$ cat config.mk
export PLATFORM = sky130hd
export DESIGN_NAME = dpram_be
export DESIGN_NICKNAME = d
export VERILOG_FILES = /design/src/rtl/dpram_pkg.sv /design/src/rtl/dpram_out_stage.sv /design/src/rtl/dpram_be.sv
export SDC_FILE = /design/constraint.sdc
export NUM_CORES = 1
export LEC_CHECK = 0
export ABC_AREA = 1
export CORE_UTILIZATION = 63
export CTS_CLUSTER_SIZE = 20
export DETAILED_ROUTE_END_ITERATION = 6
export GPL_ROUTABILITY_DRIVEN = 0
export PLACE_DENSITY = 0.95
export SLEW_MARGIN = 10
export SYNTH_ARGS = -nofsm -noshare
export SYNTH_HDL_FRONTEND = slang
export SYNTH_HIERARCHICAL = 1
export SYNTH_SLANG_ARGS = --single-unit
$ cat constraint.sdc
create_clock -name i_clk -period 4.2 [get_ports i_clk]
set_clock_uncertainty 0.15 [all_clocks]
set_input_delay 0.84 -clock i_clk [delete_from_list [all_inputs] [get_ports i_clk]]
set_output_delay 0.84 -clock i_clk [all_outputs]
set_load 0.02 [all_outputs]
$ cat src/rtl/dpram_pkg.sv
// dpram_pkg: shared types and helpers for the byte-enable dual-port RAM.
package dpram_pkg;

    typedef enum logic {
        RD_FIRST = 1'b0,
        WR_FIRST = 1'b1
    } rd_mode_e;

    // Widest word byte_merge handles; callers widen and truncate with casts.
    localparam int MAX_W  = 1024;
    localparam int MAX_BE = MAX_W / 8;

    function automatic logic [MAX_W-1:0] byte_merge(
        input logic [MAX_W-1:0]  old_w,
        input logic [MAX_W-1:0]  new_w,
        input logic [MAX_BE-1:0] be
    );
        logic [MAX_W-1:0] r;
        r = old_w;
        for (int k = 0; k < MAX_BE; k++) begin
            if (be[k]) r[8*k +: 8] = new_w[8*k +: 8];
        end
        return r;
    endfunction

endpackage

$ cat src/rtl/dpram_out_stage.sv
// dpram_out_stage: optional output register holding data while not valid.
module dpram_out_stage #(
    parameter int W  = 8,
    parameter bit EN = 1'b0
) (
    input  logic         i_clk,
    input  logic         i_rst,
    input  logic         i_valid,
    input  logic [W-1:0] i_data,
    output logic         o_valid,
    output logic [W-1:0] o_data
);

    generate
        if (EN) begin : g_reg
            logic         r_valid;
            logic [W-1:0] r_data;

            always_ff @(posedge i_clk) begin
                if (i_rst) begin
                    r_valid <= 1'b0;
                    r_data  <= '0;
                end else begin
                    r_valid <= i_valid;
                    if (i_valid) r_data <= i_data;
                end
            end

            assign o_valid = r_valid;
            assign o_data  = r_data;
        end else begin : g_bypass
            logic w_unused;
            assign w_unused = i_clk ^ i_rst;
            assign o_valid  = i_valid;
            assign o_data   = i_data;
        end
    endgenerate

endmodule

$ cat src/rtl/dpram_be.sv
// dpram_be: true dual-port RAM with byte enables, read-during-write
// mode select and optional output register.
module dpram_be
    import dpram_pkg::*;
#(
    parameter int       DATA_W  = 8,
    parameter int       ADDR_W  = 3,
    parameter rd_mode_e RD_MODE = RD_FIRST,
    parameter bit       OUT_REG = 1'b0
) (
    input  logic                i_clk,
    input  logic                i_rst,
    input  logic                i_a_en,
    input  logic                i_a_we,
    input  logic [DATA_W/8-1:0] i_a_be,
    input  logic [ADDR_W-1:0]   i_a_addr,
    input  logic [DATA_W-1:0]   i_a_din,
    output logic [DATA_W-1:0]   o_a_dout,
    output logic                o_a_valid,
    input  logic                i_b_en,
    input  logic                i_b_we,
    input  logic [DATA_W/8-1:0] i_b_be,
    input  logic [ADDR_W-1:0]   i_b_addr,
    input  logic [DATA_W-1:0]   i_b_din,
    output logic [DATA_W-1:0]   o_b_dout,
    output logic                o_b_valid,
    output logic                o_collision
);

    localparam int DEPTH = 2**ADDR_W;

    reg [DATA_W-1:0] mem [0:DEPTH-1];

    logic              w_a_wr;
    logic              w_b_wr;
    logic              w_same;
    logic [DATA_W-1:0] w_a_old;
    logic [DATA_W-1:0] w_b_old;
    logic [DATA_W-1:0] w_a_base;
    logic [DATA_W-1:0] w_a_merge;
    logic [DATA_W-1:0] w_b_merge;
    logic [DATA_W-1:0] w_a_new;
    logic [DATA_W-1:0] w_a_rdata;
    logic [DATA_W-1:0] w_b_rdata;

    logic              r_a_valid;
    logic              r_b_valid;
    logic [DATA_W-1:0] r_a_dout;
    logic [DATA_W-1:0] r_b_dout;
    logic              r_coll;

    logic              w_c_valid;
    logic              w_c_data;

    assign w_a_wr  = i_a_en & i_a_we & ~i_rst;
    assign w_b_wr  = i_b_en & i_b_we & ~i_rst;
    assign w_same  = (i_a_addr == i_b_addr);
    assign w_a_old = mem[i_a_addr];
    assign w_b_old = mem[i_b_addr];

    assign w_b_merge = DATA_W'(byte_merge(MAX_W'(w_b_old),
        MAX_W'(i_b_din), MAX_BE'(i_b_be)));

    // A merges on top of B's result so B's non-overlapping bytes survive.
    assign w_a_base  = (w_b_wr && w_same) ? w_b_merge : w_a_old;
    assign w_a_merge = DATA_W'(byte_merge(MAX_W'(w_a_base),
        MAX_W'(i_a_din), MAX_BE'(i_a_be)));
    assign w_a_new   = DATA_W'(byte_merge(MAX_W'(w_a_old),
        MAX_W'(i_a_din), MAX_BE'(i_a_be)));

    assign w_a_rdata = (i_a_we && RD_MODE == WR_FIRST) ? w_a_new : w_a_old;
    assign w_b_rdata = (i_b_we && RD_MODE == WR_FIRST) ? w_b_merge : w_b_old;

    always_ff @(posedge i_clk) begin
        if (w_b_wr) mem[i_b_addr] <= w_b_merge;
        if (w_a_wr) mem[i_a_addr] <= w_a_merge;
    end

    always_ff @(posedge i_clk) begin
        if (i_rst) begin
            r_a_valid <= 1'b0;
            r_b_valid <= 1'b0;
            r_a_dout  <= '0;
            r_b_dout  <= '0;
            r_coll    <= 1'b0;
        end else begin
            r_a_valid <= i_a_en;
            r_b_valid <= i_b_en;
            if (i_a_en) r_a_dout <= w_a_rdata;
            if (i_b_en) r_b_dout <= w_b_rdata;
            r_coll <= i_a_en & i_b_en & w_same & (i_a_we | i_b_we);
        end
    end

    dpram_out_stage #(.W(DATA_W), .EN(OUT_REG)) u_out_a (
        .i_clk   (i_clk),
        .i_rst   (i_rst),
        .i_valid (r_a_valid),
        .i_data  (r_a_dout),
        .o_valid (o_a_valid),
        .o_data  (o_a_dout)
    );

    dpram_out_stage #(.W(DATA_W), .EN(OUT_REG)) u_out_b (
        .i_clk   (i_clk),
        .i_rst   (i_rst),
        .i_valid (r_b_valid),
        .i_data  (r_b_dout),
        .o_valid (o_b_valid),
        .o_data  (o_b_dout)
    );

    dpram_out_stage #(.W(1), .EN(OUT_REG)) u_out_c (
        .i_clk   (i_clk),
        .i_rst   (i_rst),
        .i_valid (r_coll),
        .i_data  (r_coll),
        .o_valid (w_c_valid),
        .o_data  (w_c_data)
    );

    assign o_collision = w_c_valid & w_c_data;

endmodule

Word-level counts from Yosys, hierarchy flattened
Memory sizes are Yosys's and may differ from the RTL's. Index checks and enable logic that the tools add are counted.

Add/subtract/negate cells: 0. Multiply operators: 0. Divide/modulo/power cells: 0. $lt $le $gt $ge: 0. Equality and inequality tests: 1. Shift operators: 0. Muxes and demuxes: 7. Bitwise logic cells: 9. Reductions and logical operators: 1.

Operators with widths (count): 2-to-1 mux 8 bit (3); bitwise AND 1 bit (7); 2-to-1 mux 1 bit (4); equality test 3 bit (1); logical AND 1 bit (1); inverter 1 bit (1); bitwise OR 1 bit (1).

Bits in registers: 19. Latch bits: 0. RAM bits: 64. Memory bits (read-only): 0. Input bits: 30. Output and inout bits: 19. Word-level logic and storage cells: 24. Memories kept: 1.

Memories: mem (words 8, bits a word 8, read ports 2, clocked after memory_dff 0, wr ports 2, line dpram_be.sv:32) `reg [DATA_W-1:0] mem [0:DEPTH-1];`.

Logic depth before layout (Yosys ltp)
Depth after elaboration: 5. Mapped depth: 16. Depth with buffers taken out: 13.

Cells and area by module
Netlist, hierarchy kept.

Modules (own cells, without submodules): dpram_be (instances 1, cells each 839, area each 5537.8 µm², sequential area each 2302.2 µm²); dpram_out_stage (u_out_a ...) (instances 2, cells each 9, area each 67.6 µm², sequential area each 0.0 µm²); dpram_out_stage (u_out_c) (instances 1, cells each 2, area each 15.0 µm², sequential area each 0.0 µm²).

Worst setup path after synthesis
OpenSTA, ideal clock, no wires.

Path kind: input port to flip-flop. From: input i_b_en. To: memory mem[0][0] (enable). Library setup time: 387 ps. Arrival time: 2186 ps. Data required time: 3663 ps. Slack: 1477 ps. Stages: 5. Path buffers: 1. Cell sequence: buf_2 > nand2_1 > nor2_1 > clkinv_1 > o31ai_1.

RTL lines: start: declaration (line dpram_be.sv:20) `input logic i_b_en,`; end: declaration (line dpram_be.sv:32).

==> reports/metrics.cfg <==
[outcome]
status = completed

[detailed_routing]
avgViaCountPerCell = 5.77
drc = 0
drt_iter0_markers = 991
drt.antenna.violating_nets = 0
wl_per_cell_um = 16.8
drt_pass1_iterations = 5
totalWireLength_um = 16700
num_vias = 5754

[placement]
dp_hpwl_um = 11300
io_buffers = 48
pre_cts_slack_ns = 0.662

[synthesis]
syn_area_um2 = 5690
syn_area_per_cell_um2 = 6.62
synth_cell_types = 27
ys_ff_latch = 83
ys_warn_count = 6
synth_top_area_share_pct = 33.8
syn_inst = 859
synth_fp_nets = 889
synth.area.top_cells = edfxtp_1 (34%), nand2_1 (32%), dfxtp_1 (6.7%), inv_1 (5.8%), nand3_1 (5.5%)
synth-seq-area-share_pct = 40.5
yosysTopAreaCell = edfxtp_1

[worst_setup_path]
critPathRequiredTime_ns = 4.03
crit_fanout = 8
reg2reg_depth = 8
cp-end-kind = flop
slowest_stage = o31ai_1
path_class = input pin to flop
timing.rr.end = mem[5][1]$_DFFE_PP_
start_kind = input pin
slowest_delay_ns = 1.05
rr_startpoint = mem[3][1]$_DFFE_PP_
cp_cell_sequence = clkdlybuf4s50_1 -> nand2_1 -> nor2_1 -> clkinv_1 -> o31ai_1
crit_start = i_b_we
crit_end = mem[3][0]$_DFFE_PP_
r2r_slack_ns = 2.17
critPathArrivalTime_ns = 3.04

[die]
die_w_um = 97.0
pin_count = 49
start_util_pct = 65.2
die-area_um2 = 9410
core_um2 = 8720
die_y_um = 97.0
rows = 34

[timing]
finalHoldViolations = 0
fin_crit_sh_pct = 76.2
fin_crit_ns = 3.20
fmax_mhz = 312
relSlewSlack_pct = 21.2
rsz0062_at_grt = false
worst_slew_pin_slew_ns = 1.17
finalSetupViolCount = 0
slew_violations = 0
setup_slack_ns = 0.998
finalSetupTns_ns = 0

[grt]
antenna_found_initial = 0
grt_pass1_vias = 5299
grtUsageTotal_pct = 37.2
gr-total-overflow = 0
grt_pass1_wl_um = 26900
grt_max_degree = 39

[final_layout]
insertedDiodeCount = 0
drive_gt1_share_pct = 8.44
nets = 914
mostFrequentLayoutCells = nand2_1 (478), inv_1 (88), edfxtp_1 (64)
syn_to_final_growth_pct = 11.7
final_common_cell = nand2_1

[min_path]
hold_class = flop to flop

[clock_tree]
cts_setup_buffers = 0
cts_made_buffers = 9
cts.sinks = 83
cts_resized = 0
cts.htree.levels = 3
cts_tree = yes
cts-root-buf = clkbuf_8
clk_latency_ns = 0.36
clockBufferDepth = 2
cts.clk_slew.worst_paths_ns = 0.08
ctsHoldBuffers = 0

[job]
drv_cap = 0

[power_and_ir_drop]
ir_worst_vdd_uv = 222
p_per_area_nw_per_um2 = 328
leakagePower_nw = 3.28

area by class of cell:
class	instances	area (um2)
flip-flops and latches	83	2300
inverters	103	389
well taps	108	135
clock inverters	7	140
multi-input cells	623	2670
fillers	638	2360
repair buffers	64	601
clock buffers	9	124
cells by family after synthesis:
kind of cell	count (synthesis)	synth area share, %
DFF	83	40.5
and+or+nand+nor	581	42.4
AOI/OAI and AO/OA	41	4.31
buffers and inverters	153	12.7
xor gates and xnor gates	1	0.154
flip-flops by register name (all words and copies together), names as in the netlist:
| signal | flops |
|---|---|
| mem | 64 |
| r_b_dout | 8 |
| r_b_valid | 1 |
| r_a_dout | 8 |
| r_coll | 1 |
| r_a_valid | 1 |
stage by stage:
step	total power, mW	cell area (um2)	cells	hold WS (ns)	util, %
final	2.09	6360	997	0.348	72.9
after CTS	2.07	6360	997	0.345	72.9
after global routing	2.15	6360	997	0.384	72.9
after global placement	1.32	6090	981	0.311	69.9
after detailed placement	1.33	6090	981	0.319	69.9
after floorplan	1.21	5690	859	0.300	-
worst min-delay path by stage:
stage | startpoint | endpoint | slack, ns | cells past startpoint
4_1_cts | r_a_dout[0]$_SDFFE_PP0P_ | r_a_dout[0]$_SDFFE_PP0P_ | 0.35 | 2
3_3_place_gp | r_a_dout[0]$_SDFFE_PP0P_ | r_a_dout[0]$_SDFFE_PP0P_ | 0.31 | 2
2_1_floorplan | r_a_dout[0]$_SDFFE_PP0P_ | r_a_dout[0]$_SDFFE_PP0P_ | 0.30 | 2
6_report | r_a_dout[3]$_SDFFE_PP0P_ | r_a_dout[3]$_SDFFE_PP0P_ | 0.35 | 2
5_1_grt | r_a_dout[1]$_SDFFE_PP0P_ | r_a_dout[1]$_SDFFE_PP0P_ | 0.38 | 2
3_5_place_dp | r_a_dout[2]$_SDFFE_PP0P_ | r_a_dout[2]$_SDFFE_PP0P_ | 0.32 | 2
critical path, delay by kind of cell:
kind,cells,cell delay [ns]
AO/OA/AOI/OAI,1,1.05
buffers and inverters,2,0.86
AND/OR/NAND/NOR,2,0.28
per-layer routing:
metal	track usage [%]	part of all wire, %
met2	55.1	42
met1	49.2	36
met5	0	0
met3	8.38	15
met4	23.8	6.4
synth_stat cells:
library cell and count:
buf_2 13, nand4_4 1, inv_2 13, a21oi_1 8, dfxtp_1 19, clkbuf_1 5
nand2_2 10, buf_1 3, o21ai_1 8, nand2_4 8, nand2_1 478, buf_4 25
clkinv_1 1, edfxtp_1 64, inv_1 88, o21ai_0 9, buf_6 3, inv_4 1
nor2_2 7, nor2_1 9, xnor2_1 1, o31ai_1 8, nor3_1 2, o211ai_1 8
buf_8 1, nor2_4 4, nand3_1 62
power by group:
part	switching (mW)	leakage, nW	internal, mW	total, mW
Combinational	0.273	2.41	0.130	0.403
Clock	0.303	0.127	0.454	0.757
Sequential	0.0115	0.739	0.916	0.927
(Power assumes the default switching activity.)
